<file path="src/rtl/mem_bus_ctrl_pkg.sv">
// mem_bus_ctrl_pkg: shared state/access encodings and routing helper
package mem_bus_ctrl_pkg;

    typedef enum logic [1:0] {IDLE, ADDR, STROBE, HOLD} state_t;
    typedef enum logic [1:0] {ACC_FETCH, ACC_READ, ACC_WRITE} acc_t;

    function automatic logic is_int(input logic [15:0] a, input int aw);
        return (a >> aw) == 16'd0;
    endfunction

endpackage

</file>
<file path="src/rtl/mem_bus_ctrl_if.sv">
// mem_bus_ctrl_if: core-side fetch/read/write request bus
interface mem_bus_ctrl_if;

    logic        rom_en;
    logic [15:0] rom_addr;
    logic [7:0]  rom_data;
    logic        rom_ready;
    logic        ram_rd_en;
    logic [15:0] ram_rd_addr;
    logic [7:0]  ram_rd_data;
    logic        ram_rd_ready;
    logic        ram_wr_en;
    logic [15:0] ram_wr_addr;
    logic [7:0]  ram_wr_data;
    logic        ram_wr_ready;
    logic        busy;

    modport master (
        output rom_en, rom_addr, ram_rd_en, ram_rd_addr, ram_wr_en, ram_wr_addr, ram_wr_data,
        input  rom_data, rom_ready, ram_rd_data, ram_rd_ready, ram_wr_ready, busy
    );

    modport slave (
        input  rom_en, rom_addr, ram_rd_en, ram_rd_addr, ram_wr_en, ram_wr_addr, ram_wr_data,
        output rom_data, rom_ready, ram_rd_data, ram_rd_ready, ram_wr_ready, busy
    );

endinterface

</file>
<file path="src/rtl/mem_bus_ctrl_ext_bus_seq.sv">
// ext_bus_seq: multiplexed external bus sequencer (ADDR, STROBE with wait states, HOLD)
module ext_bus_seq
    import mem_bus_ctrl_pkg::*;
#(
    parameter int WAIT_STATES = 2
) (
    input  logic        clk,
    input  logic        rst,
    input  logic        start,
    input  acc_t        acc_in,
    input  logic [15:0] addr,
    input  logic [7:0]  wdata,
    output acc_t        acc,
    output logic        busy,
    output logic        done,
    output logic        sample,
    output logic        ale,
    output logic        p0_oe,
    output logic [7:0]  p0_out,
    output logic [7:0]  p2_out,
    output logic        psen_n,
    output logic        rd_n,
    output logic        wr_n
);

    state_t      state, state_n;
    logic [3:0]  cnt, cnt_n;
    logic [15:0] a_q;
    logic [7:0]  d_q;
    logic        wr;

    always_ff @(posedge clk) begin
        if (rst) begin
            state <= IDLE;
            cnt   <= '0;
            a_q   <= '0;
            d_q   <= '0;
            acc   <= ACC_FETCH;
        end else begin
            state <= state_n;
            cnt   <= cnt_n;
            if (start) begin
                a_q <= addr;
                d_q <= wdata;
                acc <= acc_in;
            end
        end
    end

    assign wr = acc == ACC_WRITE;

    always_comb begin
        state_n = state;
        cnt_n   = cnt;
        busy    = state != IDLE;
        done    = state == HOLD;
        sample  = 1'b0;
        ale     = 1'b0;
        p0_oe   = 1'b0;
        p0_out  = '0;
        p2_out  = a_q[15:8];
        psen_n  = 1'b1;
        rd_n    = 1'b1;
        wr_n    = 1'b1;
        case (state)
            IDLE: state_n = start ? ADDR : IDLE;
            ADDR: begin
                ale     = 1'b1;
                p0_oe   = 1'b1;
                p0_out  = a_q[7:0];
                cnt_n   = 4'(WAIT_STATES);
                state_n = STROBE;
            end
            STROBE: begin
                psen_n  = acc != ACC_FETCH;
                rd_n    = acc != ACC_READ;
                wr_n    = !wr;
                p0_oe   = wr;
                p0_out  = wr ? d_q : '0;
                // read data is taken on the final strobe cycle so slow devices get every wait state
                sample  = cnt == 4'd0 && !wr;
                cnt_n   = cnt == 4'd0 ? cnt : cnt - 4'd1;
                state_n = cnt == 4'd0 ? HOLD : STROBE;
            end
            HOLD: begin
                p0_oe   = wr;
                p0_out  = wr ? d_q : '0;
                state_n = IDLE;
            end
            default: state_n = IDLE;
        endcase
    end

endmodule

</file>
<file path="src/rtl/mem_bus_ctrl.sv">
// mem_bus_ctrl: arbitrates core fetch/read/write and routes to internal ROM/RAM or the external bus
module mem_bus_ctrl
    import mem_bus_ctrl_pkg::*;
#(
    parameter int INT_ROM_AW  = 12,
    parameter int INT_RAM_AW  = 8,
    parameter int WAIT_STATES = 2
) (
    input  logic                  clk,
    input  logic                  rst,
    mem_bus_ctrl_if.slave         bus,
    output logic                  irom_en,
    output logic [INT_ROM_AW-1:0] irom_addr,
    input  logic [7:0]            irom_data,
    output logic                  iram_rd_en,
    output logic [INT_RAM_AW-1:0] iram_rd_addr,
    input  logic [7:0]            iram_rd_data,
    output logic                  iram_wr_en,
    output logic [INT_RAM_AW-1:0] iram_wr_addr,
    output logic [7:0]            iram_wr_data,
    input  logic                  ea_n,
    input  logic [7:0]            p0_in,
    output logic [7:0]            p0_out,
    output logic                  p0_oe,
    output logic [7:0]            p2_out,
    output logic                  ale,
    output logic                  psen_n,
    output logic                  rd_n,
    output logic                  wr_n
);

    acc_t        acc_sel, acc_cur;
    logic [15:0] addr;
    logic        go, int_hit, start, seq_busy, done, sample;
    logic        f_q, r_q, w_q;
    logic [7:0]  rd_q;

    always_comb begin
        acc_sel      = bus.ram_wr_en ? ACC_WRITE : bus.ram_rd_en ? ACC_READ : ACC_FETCH;
        addr         = acc_sel == ACC_WRITE ? bus.ram_wr_addr :
                       acc_sel == ACC_READ  ? bus.ram_rd_addr : bus.rom_addr;
        int_hit      = acc_sel == ACC_FETCH ? ea_n && is_int(addr, INT_ROM_AW) : is_int(addr, INT_RAM_AW);
        // requests stay asserted during their ready cycle, so a pending internal ready blocks re-acceptance
        go           = !rst && !seq_busy && !(f_q || r_q || w_q) &&
                       (bus.ram_wr_en || bus.ram_rd_en || bus.rom_en);
        start        = go && !int_hit;
        irom_en      = go && int_hit && acc_sel == ACC_FETCH;
        iram_rd_en   = go && int_hit && acc_sel == ACC_READ;
        iram_wr_en   = go && int_hit && acc_sel == ACC_WRITE;
        irom_addr    = irom_en ? bus.rom_addr[INT_ROM_AW-1:0] : '0;
        iram_rd_addr = iram_rd_en ? bus.ram_rd_addr[INT_RAM_AW-1:0] : '0;
        iram_wr_addr = iram_wr_en ? bus.ram_wr_addr[INT_RAM_AW-1:0] : '0;
        iram_wr_data = iram_wr_en ? bus.ram_wr_data : '0;
    end

    always_ff @(posedge clk) begin
        if (rst) begin
            f_q  <= 1'b0;
            r_q  <= 1'b0;
            w_q  <= 1'b0;
            rd_q <= '0;
        end else begin
            f_q <= irom_en;
            r_q <= iram_rd_en;
            w_q <= iram_wr_en;
            if (irom_en)
                rd_q <= irom_data;
            else if (sample)
                rd_q <= p0_in;
        end
    end

    assign bus.rom_ready    = f_q || (done && acc_cur == ACC_FETCH);
    assign bus.ram_rd_ready = r_q || (done && acc_cur == ACC_READ);
    assign bus.ram_wr_ready = w_q || (done && acc_cur == ACC_WRITE);
    assign bus.rom_data     = rd_q;
    assign bus.ram_rd_data  = r_q ? iram_rd_data : rd_q;
    assign bus.busy         = seq_busy;

    ext_bus_seq #(.WAIT_STATES(WAIT_STATES)) u_seq (
        .clk    (clk),
        .rst    (rst),
        .start  (start),
        .acc_in (acc_sel),
        .addr   (addr),
        .wdata  (bus.ram_wr_data),
        .acc    (acc_cur),
        .busy   (seq_busy),
        .done   (done),
        .sample (sample),
        .ale    (ale),
        .p0_oe  (p0_oe),
        .p0_out (p0_out),
        .p2_out (p2_out),
        .psen_n (psen_n),
        .rd_n   (rd_n),
        .wr_n   (wr_n)
    );

endmodule

</file>
<file path="src/flat_wrapper.sv">
// flat-port wrapper written by rule: the top's interface ports become plain ports
module mem_bus_ctrl_flat import mem_bus_ctrl_pkg::*;
#(
    parameter int INT_ROM_AW  = 12,
    parameter int INT_RAM_AW  = 8,
    parameter int WAIT_STATES = 2
)
  (clk, rst, irom_en, irom_addr, irom_data, iram_rd_en, iram_rd_addr, iram_rd_data, iram_wr_en, iram_wr_addr, iram_wr_data, ea_n, p0_in, p0_out, p0_oe, p2_out, ale, psen_n, rd_n, wr_n, bus_rom_en, bus_rom_addr, bus_ram_rd_en, bus_ram_rd_addr, bus_ram_wr_en, bus_ram_wr_addr, bus_ram_wr_data, bus_rom_data, bus_rom_ready, bus_ram_rd_data, bus_ram_rd_ready, bus_ram_wr_ready, bus_busy);
  mem_bus_ctrl_if bus_i ();
  input  logic clk;
  input  logic rst;
  output logic irom_en;
  output logic [INT_ROM_AW-1:0] irom_addr;
  input  logic [7:0] irom_data;
  output logic iram_rd_en;
  output logic [INT_RAM_AW-1:0] iram_rd_addr;
  input  logic [7:0] iram_rd_data;
  output logic iram_wr_en;
  output logic [INT_RAM_AW-1:0] iram_wr_addr;
  output logic [7:0] iram_wr_data;
  input  logic ea_n;
  input  logic [7:0] p0_in;
  output logic [7:0] p0_out;
  output logic p0_oe;
  output logic [7:0] p2_out;
  output logic ale;
  output logic psen_n;
  output logic rd_n;
  output logic wr_n;
  input wire logic [$bits(bus_i.rom_en)-1:0] bus_rom_en;
  input wire logic [$bits(bus_i.rom_addr)-1:0] bus_rom_addr;
  input wire logic [$bits(bus_i.ram_rd_en)-1:0] bus_ram_rd_en;
  input wire logic [$bits(bus_i.ram_rd_addr)-1:0] bus_ram_rd_addr;
  input wire logic [$bits(bus_i.ram_wr_en)-1:0] bus_ram_wr_en;
  input wire logic [$bits(bus_i.ram_wr_addr)-1:0] bus_ram_wr_addr;
  input wire logic [$bits(bus_i.ram_wr_data)-1:0] bus_ram_wr_data;
  output wire logic [$bits(bus_i.rom_data)-1:0] bus_rom_data;
  output wire logic [$bits(bus_i.rom_ready)-1:0] bus_rom_ready;
  output wire logic [$bits(bus_i.ram_rd_data)-1:0] bus_ram_rd_data;
  output wire logic [$bits(bus_i.ram_rd_ready)-1:0] bus_ram_rd_ready;
  output wire logic [$bits(bus_i.ram_wr_ready)-1:0] bus_ram_wr_ready;
  output wire logic [$bits(bus_i.busy)-1:0] bus_busy;
  assign bus_i.rom_en = bus_rom_en;
  assign bus_i.rom_addr = bus_rom_addr;
  assign bus_i.ram_rd_en = bus_ram_rd_en;
  assign bus_i.ram_rd_addr = bus_ram_rd_addr;
  assign bus_i.ram_wr_en = bus_ram_wr_en;
  assign bus_i.ram_wr_addr = bus_ram_wr_addr;
  assign bus_i.ram_wr_data = bus_ram_wr_data;
  assign bus_rom_data = bus_i.rom_data;
  assign bus_rom_ready = bus_i.rom_ready;
  assign bus_ram_rd_data = bus_i.ram_rd_data;
  assign bus_ram_rd_ready = bus_i.ram_rd_ready;
  assign bus_ram_wr_ready = bus_i.ram_wr_ready;
  assign bus_busy = bus_i.busy;
  mem_bus_ctrl #(.INT_ROM_AW(INT_ROM_AW), .INT_RAM_AW(INT_RAM_AW), .WAIT_STATES(WAIT_STATES)) u_core (.clk(clk), .rst(rst), .bus(bus_i), .irom_en(irom_en), .irom_addr(irom_addr), .irom_data(irom_data), .iram_rd_en(iram_rd_en), .iram_rd_addr(iram_rd_addr), .iram_rd_data(iram_rd_data), .iram_wr_en(iram_wr_en), .iram_wr_addr(iram_wr_addr), .iram_wr_data(iram_wr_data), .ea_n(ea_n), .p0_in(p0_in), .p0_out(p0_out), .p0_oe(p0_oe), .p2_out(p2_out), .ale(ale), .psen_n(psen_n), .rd_n(rd_n), .wr_n(wr_n));
endmodule
</file>
<file path="config.mk">
export PLATFORM = sky130hd
export DESIGN_NAME = mem_bus_ctrl_flat
export DESIGN_NICKNAME = d
export VERILOG_FILES = /design/src/rtl/mem_bus_ctrl_pkg.sv /design/src/rtl/mem_bus_ctrl_if.sv /design/src/rtl/mem_bus_ctrl_ext_bus_seq.sv /design/src/rtl/mem_bus_ctrl.sv /design/src/flat_wrapper.sv
export SDC_FILE = /design/constraint.sdc
export NUM_CORES = 1
export LEC_CHECK = 0
export CAP_MARGIN = 25
export CORE_ASPECT_RATIO = 1.5
export CORE_MARGIN = 5
export CORE_UTILIZATION = 39
export CTS_CLUSTER_DIAMETER = 150
export DETAILED_ROUTE_END_ITERATION = 12
export GPL_TIMING_DRIVEN = 0
export PLACE_DENSITY = 0.8
export SYNTH_ARGS = -nofsm -noshare
export SYNTH_HDL_FRONTEND = slang
export SYNTH_SLANG_ARGS = --single-unit
export TNS_END_PERCENT = 20
</file>
<file path="constraint.sdc">
create_clock -name clk -period 3.59 [get_ports clk]
set_clock_uncertainty 0.2 [all_clocks]
set_input_delay 0.5385 -clock clk [delete_from_list [all_inputs] [get_ports clk]]
set_output_delay 0.5385 -clock clk [all_outputs]
set_load 0.02 [all_outputs]
</file>
# ---- Word-level counts from Yosys, hierarchy flattened
# Cells that the tools add are included.
dict set report word_totals {
  out_inout_bits 80
  reg_bits 43
  elab_cells 81
}
dict set report op_classes {
  addsub 1
  n_eq_ne 9
  reduce_logical 37
  mux 25
}
# operator count
set op_table {}
lappend op_table {{$mux W8} 7}
lappend op_table {{$logic_not A16 Y1} 2}
lappend op_table {{$mux W16} 2}
lappend op_table {{$pmux W8 S2} 1}
lappend op_table {{$logic_and A1 B1 Y1} 13}
lappend op_table {{$mux W12} 1}
lappend op_table {{$mux W1} 9}
lappend op_table {{$eq A2 B2 Y1 const B} 4}
lappend op_table {{$pmux W2 S4} 1}
lappend op_table {{$pmux W4 S2} 1}
lappend op_table {{$reduce_bool A2 Y1} 4}
lappend op_table {{$logic_or A1 B1 Y1} 7}
lappend op_table {{$eq A2 B1 Y1 const B} 3}
lappend op_table {{$logic_not A2 Y1} 3}
lappend op_table {{$logic_not A1 Y1} 5}
lappend op_table {{$logic_not A4 Y1} 1}
lappend op_table {{$mux W4} 1}
lappend op_table {{$sub A4 B1 Y4 const B} 1}
lappend op_table {{$mux W2} 1}
lappend op_table {{$ne A2 B1 Y1 const B} 1}
lappend op_table {{$ne A2 B2 Y1 const B} 1}
lappend op_table {{$pmux W1 S2} 1}
lappend op_table {{$reduce_and A2 Y1} 1}
lappend op_table {{$reduce_or A2 Y1} 1}

# ---- Depth between registers and ports, before layout
dict set report depth {
  depth_word 12
  mapped_depth 10
}

# ---- Modules after synthesis
# From an unflattened synthesis, not the netlist that was laid out.
dict set report unflattened {
  hier_cells 340
  hier_area_um2 2897.8
}
# mod cells_each seq_area_each_um2 n_inst area_per_inst_um2
set modules_own_cells {}
lappend modules_own_cells {ext_bus_seq 160 640.6 1 1488.9}
lappend modules_own_cells {mem_bus_ctrl 180 220.2 1 1408.9}

# ---- Least setup slack after synthesis
# No wires, ideal clock.
dict set report synth_timing {
  path_kind {input-to-output}
  startpoint {input port bus_ram_rd_en}
  endpoint {output port irom_addr[10]}
  t_arrival_ps 2438
  stages 8
  t_required_ps 2852
  slack_ps 414
  path_cell_list {buf_6 nor3b_2 o31ai_1 or4_4 buf_6 nor3_1 clkbuf_1 and2_1}
}
dict set report synth_between {
  elab_chain_cells 11
}
# item line_no
set synth_lines {}
lappend synth_lines {{from (decl)} flat_wrapper.sv:32} ;# input wire logic [$bits(bus_i.ram_rd_en)-1:0] bus_ram_rd_en;
lappend synth_lines {{$mux W1} mem_bus_ctrl.sv:39} ;# acc_sel = bus.ram_wr_en ? ACC_WRITE : bus.ram_rd_en ? ACC_READ : ACC_FETCH;
lappend synth_lines {{$mux W2} mem_bus_ctrl.sv:39}
lappend synth_lines {{$eq A2 B1 Y1} mem_bus_ctrl.sv:41} ;# acc_sel == ACC_READ ? bus.ram_rd_addr : bus.rom_addr;
lappend synth_lines {{$mux W16} mem_bus_ctrl.sv:41}
lappend synth_lines {{$mux W16} mem_bus_ctrl.sv:40} ;# addr = acc_sel == ACC_WRITE ? bus.ram_wr_addr :
lappend synth_lines {{$logic_not A16 Y1} mem_bus_ctrl_pkg.sv:8} ;# return (a >> aw) == 16'd0;
lappend synth_lines {{$logic_and A1 B1 Y1} mem_bus_ctrl.sv:42} ;# int_hit = acc_sel == ACC_FETCH ? ea_n && is_int(addr, INT_ROM_AW) : is_int(addr, INT_RAM_AW);
lappend synth_lines {{$mux W1} mem_bus_ctrl.sv:42}
lappend synth_lines {{$logic_and A1 B1 Y1} mem_bus_ctrl.sv:47} ;# irom_en = go && int_hit && acc_sel == ACC_FETCH;
lappend synth_lines {{$logic_and A1 B1 Y1 (*)} mem_bus_ctrl.sv:47}
lappend synth_lines {{via irom_en} flat_wrapper.sv:12} ;# output logic irom_en;
lappend synth_lines {{$mux W12 (*)} mem_bus_ctrl.sv:50} ;# irom_addr = irom_en ? bus.rom_addr[INT_ROM_AW-1:0] : '0;
lappend synth_lines {{to (decl)} flat_wrapper.sv:13} ;# output logic [INT_ROM_AW-1:0] irom_addr;
# The timed path passes the listed nets; every way through them passes the cells marked *.

# ---- Worst setup path in the final report
dict set report layout_timing {
  startpoint {input port bus_ram_rd_en}
  endpoint {output port iram_wr_data[4]}
}
dict set report layout_between {
  elab_chain_cells 11
}
# item line_no
set layout_lines {}
lappend layout_lines {{$mux W1} mem_bus_ctrl.sv:39}
lappend layout_lines {{$mux W2} mem_bus_ctrl.sv:39}
lappend layout_lines {{$eq A2 B1 Y1} mem_bus_ctrl.sv:41}
lappend layout_lines {{$mux W16} mem_bus_ctrl.sv:41}
lappend layout_lines {{$mux W16} mem_bus_ctrl.sv:40}
lappend layout_lines {{$logic_not A16 Y1} mem_bus_ctrl_pkg.sv:8}
lappend layout_lines {{$logic_and A1 B1 Y1} mem_bus_ctrl.sv:42}
lappend layout_lines {{$mux W1} mem_bus_ctrl.sv:42}
lappend layout_lines {{$logic_and A1 B1 Y1} mem_bus_ctrl.sv:49} ;# iram_wr_en = go && int_hit && acc_sel == ACC_WRITE;
lappend layout_lines {{$logic_and A1 B1 Y1 (*)} mem_bus_ctrl.sv:49}
lappend layout_lines {{$mux W8 (*)} mem_bus_ctrl.sv:53} ;# iram_wr_data = iram_wr_en ? bus.ram_wr_data : '0;
lappend layout_lines {{to (decl)} flat_wrapper.sv:20} ;# output logic [7:0] iram_wr_data;
# Mark *: on every way between the ends. The rest lies on a longest branch, timed or not.

==> results by group <==
Outcome
  • Status: complete, no violations

Die
  • Die H: approximately 110 um
  • Core area: 7180 um^2
  • Die area: 9170 um^2
  • Initial Util: 0.398
  • Die Width: about 80 um
  • Rows: 38
  • Number of I/O pins: 166

Synthesis
  • Library cells used by synthesis: 44
  • Post-synth EDFFs: 0
  • Mean Syn Cell Area: 8.87 um^2
  • Synth warnings: 0
  • Top FF cell, synth: dfxtp_1
  • Share of synthesized flip-flops with an asynchronous set or reset: 0
  • Synthesized instance count: roughly 320
  • Register area share after synthesis: 0.301
  • Syn_nets: about 410
  • #FFs+latches synth: 43
  • Synth Cell Area: 2860 um^2

Timing
  • Fin. max-slew vios: 0
  • Final hold viol count: 0
  • Worst setup margin: about 0.084 ns
  • Slew @ Worst Pin: slightly below 0.9 ns
  • Slew margin rel.: 0.411
  • RSZ-0062 raised after global routing: yes
  • Fmax: 0.285 GHz
  • Final period utilization: 0.977
  • Final min period: approximately 3.5 ns
  • Finish-stage setup viols: 0
  • WHS: 0.266 ns

Finish
  • Layout Nets: just under 600
  • Area Growth Syn to Fin: 63.7%
  • FF/Latch Area: 861 um^2
  • # fillers: slightly below 600
  • Fraction of layout cells with a size suffix above 1: 0.222
  • Final core utilization: 0.651
  • Final Cell Area: ~4700 um^2
  • Antenna cells: 0
  • Multi-input logic area: about 1800 um^2

Detailed routing
  • Total Wirelength: about 10000 um
  • Vias per cell: between 5 and 6
  • First drt pass iteration count: 5
  • # DRC: 0
  • DRT iter0 DRCs: ~120
  • Vias: ~3,000
  • Routed Antenna Nets: 0
  • Routed length per instance: between 15 and 20 um

Clocking
  • Sink Count: 43
  • H-tree depth: 2
  • CTS tree: done
  • Worst-Skew Late Latency: about 0.30 ns
  • Post-CTS Hold Fix Bufs: 0
  • Clock-pin slew on the worst setup and hold paths: around 0.08 ns
  • TritonCTS Buffers: 5
  • Max Buffers Root-to-Sink: 2
  • Root buf cell: clkbuf_8

Setup path
  • CP Class: input pin to primary output
  • Worst EP required: between 2 and 3 ns
  • Crit path DAT: 2.77 ns
  • Critical path fanouts, max: 6
  • Crit start category: input pin
  • Crit end category: primary output

Pwr
  • Largest vdd supply drop: just over 0.2 mV
  • Power Total: 0.00209 W
  • Leakage power: between 1.5 and 2 nW
  • Pwr dens: about 450 nW/um^2

Placed design
  • Final GP Congestion: approximately 0.77
  • HPWL after DPL: roughly 8000 um
  • Pre-CTS WS: -0.911 ns
  • Port Buffers: approximately 160
  • Placed inst area: 4630 um^2

Hold path
  • Min-Delay Path Class: flop to flop

Global routing
  • Global route total overflow: 0
  • Number of global-route vias before repair: 3,113
  • First-pass GRT wire length: 14,900 um
  • Total track usage: 0.203
  • Initial antenna violation count: 0
  • Largest net degree at the start of global routing: 13

Flow run
  • Max-Cap Viols: 0
## cell usage in the layout, fill, tap and decap left out, types with 8 or more instances in the layout
cell type	netlist	layout
clkdlybuf4s50_1	0	124
dfxtp_1	43	43
mux2i_1	38	37
and2_1	36	36
nand2_1	28	28
nor2_1	20	20
mux2_2	19	19
buf_4	8	18
buf_2	4	16
clkbuf_2	0	15
nor2b_1	12	12
a21oi_1	12	12
clkbuf_1	13	11
a31o_2	10	10
a311oi_1	9	9
inv_1	8	8
a22oi_1	8	8
## cells by family after synthesis
family | share of synthesized area
mux | 0.213
compound gates | 0.151
simple gates | 0.229
flops | 0.301
fa+ha+maj | 0.0263
buf+inv | 0.0792
## through the flow
stage                     instances  setup TNS (ns)
after floorplan                 322               0
after global placement          586          -28.82
after detailed placement        587          -30.16
after CTS                       599          -0.185
after global routing            599          -0.873
final                           599               0
## final timing paths
check / startpoint / end / slack (ns) / cells after the start
setup reg to reg: u_core.u_seq.state[0]$_SDFF_PP0_ / u_core.bus.rom_data[0]$_SDFFE_PP0P_ / 1.02 / 8
hold / removal: u_core.u_seq.a_q[10]$_SDFFE_PP0P_ / u_core.u_seq.a_q[10]$_SDFFE_PP0P_ / 0.27 / 2
hold reg to reg: u_core.u_seq.a_q[10]$_SDFFE_PP0P_ / u_core.u_seq.a_q[10]$_SDFFE_PP0P_ / 0.27 / 2
setup / recovery: bus_ram_rd_en / iram_wr_data[4] / 0.08 / 9
## Yosys cell counts, types with 2 or more instances
master	n	area share
mux2_2	19	0.075
buf_4	8	0.021
mux2i_1	38	0.13
nor3_1	3	0.0053
a22oi_1	8	0.021
dfxtp_1	43	0.30
nand3_1	3	0.0053
ha_1	6	0.026
nor4_1	3	0.0066
clkbuf_1	13	0.017
o31ai_1	2	0.0053
a21oi_1	12	0.021
o21ai_1	2	0.0035
o21a_1	3	0.0079
nor2b_1	12	0.026
nand2_1	28	0.037
inv_1	8	0.011
a311oi_1	9	0.028
a21o_1	3	0.0079
a31o_2	10	0.031
buf_2	4	0.0070
nor2_1	20	0.026
buf_6	4	0.016
o21ai_0	6	0.011
and2_1	36	0.079
## metal layers
metal  wire (um)  vias to the layer above  global-route usage
met5           0                        -                   0
met4         359                        0              0.0913
met3         538                       25              0.0376
met2        5340                      105               0.392
met1        3470                     1392               0.206
li1            -                     1483                   -
## timing repair
item	CTS	global route
pin swaps	2	2
cloned	1	0
setup buffers	4	0
endpoints found under the hold margin	0	0
setup endpoints to repair	39	38
resized for setup	108	44
## flip-flops by register name, indices dropped and copies added, names as in the netlist
signal,cells
u_core.u_seq.d_q,8
u_core.u_seq.state,2
u_core.u_seq.cnt,4
u_core.r_q,1
u_core.u_seq.acc,2
u_core.u_seq.a_q,16
u_core.bus.rom_data,8
u_core.w_q,1
u_core.f_q,1
## layout make-up
type,count,area share
plain buffers,31,0.0449
inverters,9,0.00722
multi-input cells,239,0.388
flip-flops and latches,43,0.184
well taps,100,0.0268
repair buffers,170,0.330
clock inverters,1,0.00107
clock buffers,6,0.0177
## where the power goes
part / total (W) / internal (W) / switching [W]
Sequential: 0.000686 / 0.000606 / 0.0000797
Clock: 0.000315 / 0.000151 / 0.000164
Combinational: 0.00108 / 0.000549 / 0.000535
## worst max-delay path, stage by stage
cell           delay [ns]
dlygate4sd2_1        0.29
buf_6                0.15
mux2_2               0.34
mux2i_1              0.31
a41oi_4              0.25
nor4b_4              0.40
buf_4                0.22
and2_1               0.12
buf_2                0.15
Power figures use the tool's default switching activity.
